<file path="src/rtl/bus_pkg.sv">
// Shared types for the CPU-to-peripheral bus fabric: FSM state encoding and
// the value returned on a failed access.
package bus_pkg;

  typedef enum logic [2:0] {
    ST_HOLD   = 3'd0,
    ST_IDLE   = 3'd1,
    ST_ACCESS = 3'd2,
    ST_DONE   = 3'd3,
    ST_ERR    = 3'd4
  } bus_state_e;

  // Sliced down to DATA_W by users; a failed access always reads all ones.
  localparam logic [63:0] BUS_ERR_RDATA = '1;

endpackage

</file>
<file path="src/rtl/bus_fabric_if.sv">
// CPU-side bus of the fabric. Handshake: the CPU holds cpu_r/cpu_w (and addr/wdata)
// steady until cpu_ready pulses for one cycle; bus_error qualifies that pulse.
interface bus_fabric_if #(
  parameter int ADDR_W = 16,
  parameter int DATA_W = 16
);
  logic [ADDR_W-1:0] cpu_addr;
  logic [DATA_W-1:0] cpu_wdata;
  logic              cpu_r;
  logic              cpu_w;
  logic [DATA_W-1:0] cpu_rdata;
  logic              cpu_ready;
  logic              bus_error;

  modport master (
    output cpu_addr, cpu_wdata, cpu_r, cpu_w,
    input  cpu_rdata, cpu_ready, bus_error
  );

  modport slave (
    input  cpu_addr, cpu_wdata, cpu_r, cpu_w,
    output cpu_rdata, cpu_ready, bus_error
  );
endinterface

</file>
<file path="src/rtl/bus_decode.sv">
// Combinational base/mask address decoder; the lowest-index matching slot wins
// and a zero mask takes the slot out of the map entirely.
module bus_decode #(
  parameter int SLOTS  = 8,
  parameter int ADDR_W = 16,
  parameter int IDX_W  = 3
) (
  input  logic [ADDR_W-1:0]       addr,
  input  logic [SLOTS*ADDR_W-1:0] base,
  input  logic [SLOTS*ADDR_W-1:0] mask,
  output logic                    hit,
  output logic [IDX_W-1:0]        idx
);

  // Scan from the top so the lowest matching index is the last one written.
  always_comb begin
    hit = 1'b0;
    idx = '0;
    for (int i = SLOTS - 1; i >= 0; i--) begin
      if ((mask[i*ADDR_W +: ADDR_W] != '0) &&
          ((addr & mask[i*ADDR_W +: ADDR_W]) ==
           (base[i*ADDR_W +: ADDR_W] & mask[i*ADDR_W +: ADDR_W]))) begin
        hit = 1'b1;
        idx = IDX_W'(i);
      end
    end
  end

endmodule

</file>
<file path="src/rtl/bus_fabric.sv">
// Memory-mapped interconnect between the CPU and up to SLOTS peripherals, with
// wait states, slot ready, bus timeout and a stretched peripheral reset.
module bus_fabric
  import bus_pkg::*;
#(
  parameter int SLOTS      = 8,
  parameter int ADDR_W     = 16,
  parameter int DATA_W     = 16,
  parameter int RESET_HOLD = 16,
  parameter int TIMEOUT    = 255
) (
  input  logic                    clk,
  input  logic                    reset_n,
  output logic                    sys_reset,
  bus_fabric_if.slave             cpu,
  input  logic [SLOTS*ADDR_W-1:0] slot_base,
  input  logic [SLOTS*ADDR_W-1:0] slot_mask,
  input  logic [SLOTS*4-1:0]      slot_wait,
  output logic [SLOTS-1:0]        slot_cs,
  output logic                    slot_r,
  output logic                    slot_w,
  output logic [ADDR_W-1:0]       slot_addr,
  output logic [DATA_W-1:0]       slot_wdata,
  input  logic [SLOTS*DATA_W-1:0] slot_rdata,
  input  logic [SLOTS-1:0]        slot_ready,
  output bus_state_e              dbg_state
);

  localparam int IDX_W  = (SLOTS > 1) ? $clog2(SLOTS) : 1;
  localparam int HCNT_W = $clog2(RESET_HOLD + 1);
  localparam int TCNT_W = $clog2(TIMEOUT + 1);

  bus_state_e          state_q, state_d;
  logic [HCNT_W-1:0]   hcnt_q;
  logic [TCNT_W-1:0]   tcnt_q;
  logic [3:0]          wcnt_q;
  logic [IDX_W-1:0]    idx_q;
  logic                op_r_q, op_w_q;
  logic [ADDR_W-1:0]   addr_q;
  logic [DATA_W-1:0]   wdata_q;
  logic [DATA_W-1:0]   rdata_q;
  logic                ready_q, err_q, armed_q, sys_reset_q;
  logic [SLOTS-1:0]    cs_q;

  logic                hit;
  logic [IDX_W-1:0]    hit_idx;
  logic                strobe, issue, access_done;
  logic [IDX_W-1:0]    cs_idx;
  logic [DATA_W-1:0]   sel_rdata;

  bus_decode #(
    .SLOTS  (SLOTS),
    .ADDR_W (ADDR_W),
    .IDX_W  (IDX_W)
  ) u_decode (
    .addr (cpu.cpu_addr),
    .base (slot_base),
    .mask (slot_mask),
    .hit  (hit),
    .idx  (hit_idx)
  );

  assign strobe      = cpu.cpu_r | cpu.cpu_w;
  assign issue       = (state_q == ST_IDLE) && armed_q && strobe;
  assign access_done = (wcnt_q == 4'd0) && slot_ready[idx_q];
  assign sel_rdata   = slot_rdata[idx_q*DATA_W +: DATA_W];
  assign cs_idx      = issue ? hit_idx : idx_q;

  always_ff @(posedge clk or negedge reset_n) begin
    if (!reset_n) state_q <= ST_HOLD;
    else          state_q <= state_d;
  end

  // Completion wins over timeout on the cycle the two coincide.
  always_comb begin
    state_d = state_q;
    case (state_q)
      ST_HOLD:   if (hcnt_q == HCNT_W'(RESET_HOLD)) state_d = ST_IDLE;
      ST_IDLE:   if (issue) state_d = (!hit || (cpu.cpu_r && cpu.cpu_w)) ? ST_ERR : ST_ACCESS;
      ST_ACCESS: begin
        if (access_done)                        state_d = ST_DONE;
        else if (tcnt_q == TCNT_W'(TIMEOUT))    state_d = ST_ERR;
      end
      ST_DONE, ST_ERR: state_d = ST_IDLE;
      default:   state_d = ST_HOLD;
    endcase
  end

  always_ff @(posedge clk or negedge reset_n) begin
    if (!reset_n) begin
      sys_reset_q <= 1'b1;
      ready_q     <= 1'b0;
      err_q       <= 1'b0;
      rdata_q     <= '0;
      cs_q        <= '0;
      op_r_q      <= 1'b0;
      op_w_q      <= 1'b0;
      addr_q      <= '0;
      wdata_q     <= '0;
      idx_q       <= '0;
      wcnt_q      <= '0;
      tcnt_q      <= '0;
      hcnt_q      <= '0;
      armed_q     <= 1'b0;
    end else begin
      sys_reset_q <= (state_d == ST_HOLD);
      ready_q     <= (state_d == ST_DONE) || (state_d == ST_ERR);
      err_q       <= (state_d == ST_ERR);
      cs_q        <= (state_d == ST_ACCESS) ? (SLOTS'(1) << cs_idx) : '0;

      if (state_q == ST_HOLD) hcnt_q <= hcnt_q + HCNT_W'(1);

      // A strobe must be seen low before the next request is taken.
      if (issue) begin
        armed_q <= 1'b0;
        addr_q  <= cpu.cpu_addr;
        wdata_q <= cpu.cpu_wdata;
        op_r_q  <= cpu.cpu_r;
        op_w_q  <= cpu.cpu_w;
        idx_q   <= hit_idx;
        wcnt_q  <= slot_wait[hit_idx*4 +: 4];
        tcnt_q  <= TCNT_W'(1);
      end else if (!strobe) begin
        armed_q <= 1'b1;
      end

      if (state_q == ST_ACCESS) begin
        if (wcnt_q != 4'd0)        wcnt_q <= wcnt_q - 4'd1;
        if (state_d == ST_ACCESS)  tcnt_q <= tcnt_q + TCNT_W'(1);
      end

      if (state_d == ST_ERR)                   rdata_q <= BUS_ERR_RDATA[DATA_W-1:0];
      else if (state_d == ST_DONE && op_r_q)   rdata_q <= sel_rdata;
    end
  end

  assign sys_reset     = sys_reset_q;
  assign cpu.cpu_rdata = rdata_q;
  assign cpu.cpu_ready = ready_q;
  assign cpu.bus_error = err_q;
  assign slot_cs       = cs_q;
  assign slot_r        = op_r_q & (state_q == ST_ACCESS);
  assign slot_w        = op_w_q & (state_q == ST_ACCESS);
  assign slot_addr     = addr_q;
  assign slot_wdata    = wdata_q;
  assign dbg_state     = state_q;

endmodule
</file>
<file path="src/flat_wrapper.sv">
// flat-port wrapper written by rule: the top's interface ports become plain ports
module bus_fabric_flat import bus_pkg::*;
#(
  parameter int SLOTS      = 8,
  parameter int ADDR_W     = 16,
  parameter int DATA_W     = 16,
  parameter int RESET_HOLD = 16,
  parameter int TIMEOUT    = 255
)
  (clk, reset_n, sys_reset, slot_base, slot_mask, slot_wait, slot_cs, slot_r, slot_w, slot_addr, slot_wdata, slot_rdata, slot_ready, dbg_state, cpu_cpu_addr, cpu_cpu_wdata, cpu_cpu_r, cpu_cpu_w, cpu_cpu_rdata, cpu_cpu_ready, cpu_bus_error);
  bus_fabric_if #(.ADDR_W(ADDR_W), .DATA_W(DATA_W)) cpu_i ();
  input  logic clk;
  input  logic reset_n;
  output logic sys_reset;
  input  logic [SLOTS*ADDR_W-1:0] slot_base;
  input  logic [SLOTS*ADDR_W-1:0] slot_mask;
  input  logic [SLOTS*4-1:0] slot_wait;
  output logic [SLOTS-1:0] slot_cs;
  output logic slot_r;
  output logic slot_w;
  output logic [ADDR_W-1:0] slot_addr;
  output logic [DATA_W-1:0] slot_wdata;
  input  logic [SLOTS*DATA_W-1:0] slot_rdata;
  input  logic [SLOTS-1:0] slot_ready;
  output bus_state_e dbg_state;
  input wire logic [$bits(cpu_i.cpu_addr)-1:0] cpu_cpu_addr;
  input wire logic [$bits(cpu_i.cpu_wdata)-1:0] cpu_cpu_wdata;
  input wire logic [$bits(cpu_i.cpu_r)-1:0] cpu_cpu_r;
  input wire logic [$bits(cpu_i.cpu_w)-1:0] cpu_cpu_w;
  output wire logic [$bits(cpu_i.cpu_rdata)-1:0] cpu_cpu_rdata;
  output wire logic [$bits(cpu_i.cpu_ready)-1:0] cpu_cpu_ready;
  output wire logic [$bits(cpu_i.bus_error)-1:0] cpu_bus_error;
  assign cpu_i.cpu_addr = cpu_cpu_addr;
  assign cpu_i.cpu_wdata = cpu_cpu_wdata;
  assign cpu_i.cpu_r = cpu_cpu_r;
  assign cpu_i.cpu_w = cpu_cpu_w;
  assign cpu_cpu_rdata = cpu_i.cpu_rdata;
  assign cpu_cpu_ready = cpu_i.cpu_ready;
  assign cpu_bus_error = cpu_i.bus_error;
  bus_fabric #(.SLOTS(SLOTS), .ADDR_W(ADDR_W), .DATA_W(DATA_W), .RESET_HOLD(RESET_HOLD), .TIMEOUT(TIMEOUT)) u_core (.clk(clk), .reset_n(reset_n), .sys_reset(sys_reset), .cpu(cpu_i), .slot_base(slot_base), .slot_mask(slot_mask), .slot_wait(slot_wait), .slot_cs(slot_cs), .slot_r(slot_r), .slot_w(slot_w), .slot_addr(slot_addr), .slot_wdata(slot_wdata), .slot_rdata(slot_rdata), .slot_ready(slot_ready), .dbg_state(dbg_state));
endmodule
</file>
<file path="config.mk">
export PLATFORM = sky130hd
export DESIGN_NAME = bus_fabric_flat
export DESIGN_NICKNAME = d
export VERILOG_FILES = /design/src/rtl/bus_pkg.sv /design/src/rtl/bus_fabric_if.sv /design/src/rtl/bus_decode.sv /design/src/rtl/bus_fabric.sv /design/src/flat_wrapper.sv
export SDC_FILE = /design/constraint.sdc
export NUM_CORES = 1
export LEC_CHECK = 0
export CAP_MARGIN = 25
export CORE_AREA = 10 10 193 195
export CTS_CLUSTER_DIAMETER = 80
export DETAILED_ROUTE_END_ITERATION = 10
export DIE_AREA = 0 0 203 205
export HOLD_SLACK_MARGIN = 0.05
export PLACE_DENSITY = 0.6
export SLEW_MARGIN = 15
export SYNTH_ARGS = -nofsm -noshare
export SYNTH_HDL_FRONTEND = slang
export SYNTH_SLANG_ARGS = --single-unit
</file>
<file path="constraint.sdc">
create_clock -name clk -period 7 [get_ports clk]
set_input_delay 1.05 -clock clk [delete_from_list [all_inputs] [get_ports clk]]
set_output_delay 1.05 -clock clk [all_outputs]
set_load 0.005 [all_outputs]
</file>
==> results.yml <==
setup_path:
  cp-end-kind: "register"
  setup.worst_path.start_class: "input pin"
  path_class: "in -> reg"
  timing.critical_path.arrival_ns: 4.83
  crit_fanout: 12
  timing.critical_path.required_ns: 7.23
floorplanning:
  initial_core_utilization: 0.2088
  placeableCoreArea_um2: 33280
  die_height_um: 205
  core.rowCount: 67
  die_width_um: 203
  die_area_um2: 41620
  io_pins: 524
finish:
  fraction_of_layout_instances_using_a_drive_strength_above_1: 0.07374
  layout.area.seq_um2: 2130
  fillers: 3356
  layout_commonest_cell: "clkdlybuf4s50_1"
  layout.cells.non_filler: 1689
  fin_nets: 1693
  multi_input_area_um2: 4581
  area_delta_synth_final_pct: 85.93
  most-common-layout-cells: "clkdlybuf4s50_1 (522), nand2_1 (133), xor2_1 (129)"
  final_area_um2: 12920
clock_tree:
  cts_made_buffers: 9
  tritoncts_clock_tree: "done"
  post_cts_hold_buffer_count: 0
  post_cts.resized_instances: 0
  clk_sinks: 85
  cts.clk_slew.worst_paths_ns: 0.06
  post_cts_buffers: 0
  cts_buffer_depth: 2
  clock_latency_reported_for_the_late_side_of_the_worst_skew_pair_ns: 0.35
  cts_htree_levels: 3
  cts.root.buffer_cell: "clkbuf_16"
pwr:
  p_per_area_nw_per_um2: 191.8
  leakagePower_nw: 5.003
  vdd_ir_drop_max_uv: 149.9
sta:
  fin_hold_ws_ns: 0.4727
  final_hold_vios: 0
  finalWorstSetupSlack_ns: 2.395
  rsz0062_at_grt: "false"
  final_skew_ns: 0.007778
  fmax_mhz: 217.2
  worst_slew_margin_rel: 0.3533
  setup-violations-final: 0
  timing.setup.tns_ns: 0
  period_needed_ns: 4.605
  slew_viol_final: 0
  worstMarginPinSlew_ns: 0.9701
  period_share: 0.6578
grt:
  grt_max_degree: 75
  antenna_found_initial: 10
  globalRoute.totalOverflow: 0
  grt.total_usage: 0.1971
  via_count_of_the_first_global_routing_pass: 8394
  grt_first_pass_wirelength_um: 60690
synthesis:
  portion_of_netlist_area_occupied_by_mux_cells: 0.1725
  synth-seq-cells: 85
  synth_compound_area_frac: 0.1216
  yosys_warnings: 0
  synth_enable_flop_cells: 0
  synth_top_family_by_area: "simple AND/OR/NAND/NOR gates"
  synth_sequential_area_ratio: 0.3063
  synth_nets: 1193
  ys_types: 51
  fraction_of_synthesis_flops_using_an_asynchronous_set_or_reset_pin: 1.000
  post_synth_xor_area_fraction: 0.1689
  synth_area_um2: 6948
  synth_fa_ha_area_frac: 0.007203
  postSynthCellCount: 729
  postSynthAreaPerCell_um2: 9.531
  synth_simple_gate_area_share: 0.1862
  synthFlopType: "dfrtp_1"
place:
  hpwl_reported_at_the_end_of_detailed_placement_um: 36740
  placement.io_buffers: 523
  placed_cell_area_um2: 12560
  placed_cells_incl_taps: 1663
  placement.setup.worst_slack_ns: 1.922
  gp_congestion: 0.9687
routing:
  drt_first_iter_violations: 406
  drt_wl_total_um: 42960
  ant_nets: 0
  post_drt_via_cell_ratio: 4.725
  route.vias.total: 7981
  post_route_drc: 0
  drtPass1Iterations: 5
  post_drt_wl_per_cell_um: 25.44
run:
  max_cap_violations: 0
min_path:
  hold_path_class: "reg -> reg"
status:
  status: "finished, final reports clean"
sequential cells by signal, indices dropped and copies added, names as in the netlist, 3 cells and up:
name,cells
u_core.dbg_state,3
u_core.slot_wdata,16
u_core.wcnt_q,4
u_core.cpu.cpu_rdata,16
u_core.tcnt_q,8
u_core.idx_q,3
u_core.slot_cs,8
u_core.hcnt_q,5
u_core.slot_addr,16
cells in the mapped netlist, types with 2 or more instances:
library cell	instances	area [um^2]
a21oi_1	25	125.1
nor4_1	33	206.5
mux2_2	10	112.6
buf_1	3	11.26
and3_1	5	31.28
xnor2_1	5	43.79
or2_2	3	18.77
nand3b_1	2	15.01
and2_1	4	25.02
nand2_1	133	499.2
o21a_1	2	15.01
ha_1	4	50.05
o32ai_1	2	17.52
clkbuf_1	20	75.07
inv_1	6	22.52
o21ai_0	11	55.05
a22oi_1	59	442.9
nor2_1	12	45.04
nand2b_1	3	18.77
nand3_1	15	75.07
dfrtp_1	84	2102
nor3_2	3	30.03
mux4_2	34	765.7
mux2i_1	32	320.3
a22o_1	3	26.28
xor2_1	129	1130
buf_6	6	67.56
nand4_1	21	131.4
a221oi_2	3	45.04
nor3_1	26	130.1
buf_2	11	55.05
metrics by stage:
stage            util  power, mW
4_1_cts        0.3860      2.505
3_3_place_gp   0.3775      2.011
3_5_place_dp   0.3775      2.018
5_1_grt        0.3879      2.650
6_report       0.3882      2.478
2_1_floorplan       -      1.317
final timing paths:
| kind | from | to | slack (ns) | cells past startpoint |
|---|---|---|---|---|
| setup / recovery | cpu_cpu_addr[5] | u_core.wcnt_q[2] | 2.40 | 11 |
| hold / removal | u_core.slot_wdata[3] | u_core.slot_wdata[3] | 0.47 | 2 |
| setup reg to reg | u_core.dbg_state[2] | u_core.slot_cs[4] | 3.83 | 6 |
| hold reg to reg | u_core.slot_wdata[3] | u_core.slot_wdata[3] | 0.47 | 2 |
| max in group asynchronous | reset_n | u_core.sys_reset | 5.59 | 3 |
| min in group asynchronous | reset_n | u_core.slot_wdata[5] | 0.52 | 1 |
metal layers:
metal | GRT usage | share of wire
met1 | 0.2533 | 0.43
met3 | 0.05607 | 0.081
met4 | 0.05009 | 0.016
met2 | 0.3185 | 0.47
met5 | 0 | 0.00070
where the power goes:
part           internal [mW]  switching (mW)  total (mW)
Combinational          0.706           0.574        1.28
Clock                  0.246           0.221       0.467
Sequential             0.636          0.0938       0.730
kinds of logic after synthesis:
group,count (synthesis)
buf+inv,48
compound gates,115
simple gates,267
fa+ha+maj,4
xor+xnor,134
flops,85
mux,76
worst max-delay path: stages:
cell and delay, ns:
clkdlybuf4s50_1 0.83, xor2_1 0.35, a22o_1 0.27, a221oi_2 0.19
nand4_2 0.23, nor2b_4 0.20, a221oi_4 0.61, o21ba_4 0.38
mux2_2 0.40, o21ai_0 0.19, a22oi_1 0.11
cell type report:
class | instances | share of cell area
flip-flops and latches | 85 | 0.1648
multi-input cells | 596 | 0.3546
clock inverters | 7 | 0.004552
diodes | 7 | 0.001356
well taps | 448 | 0.04339
clock buffers | 9 | 0.01743
inverters | 6 | 0.001743
repair buffers | 531 | 0.4121
No activity file was read; power rests on OpenSTA's default activity.
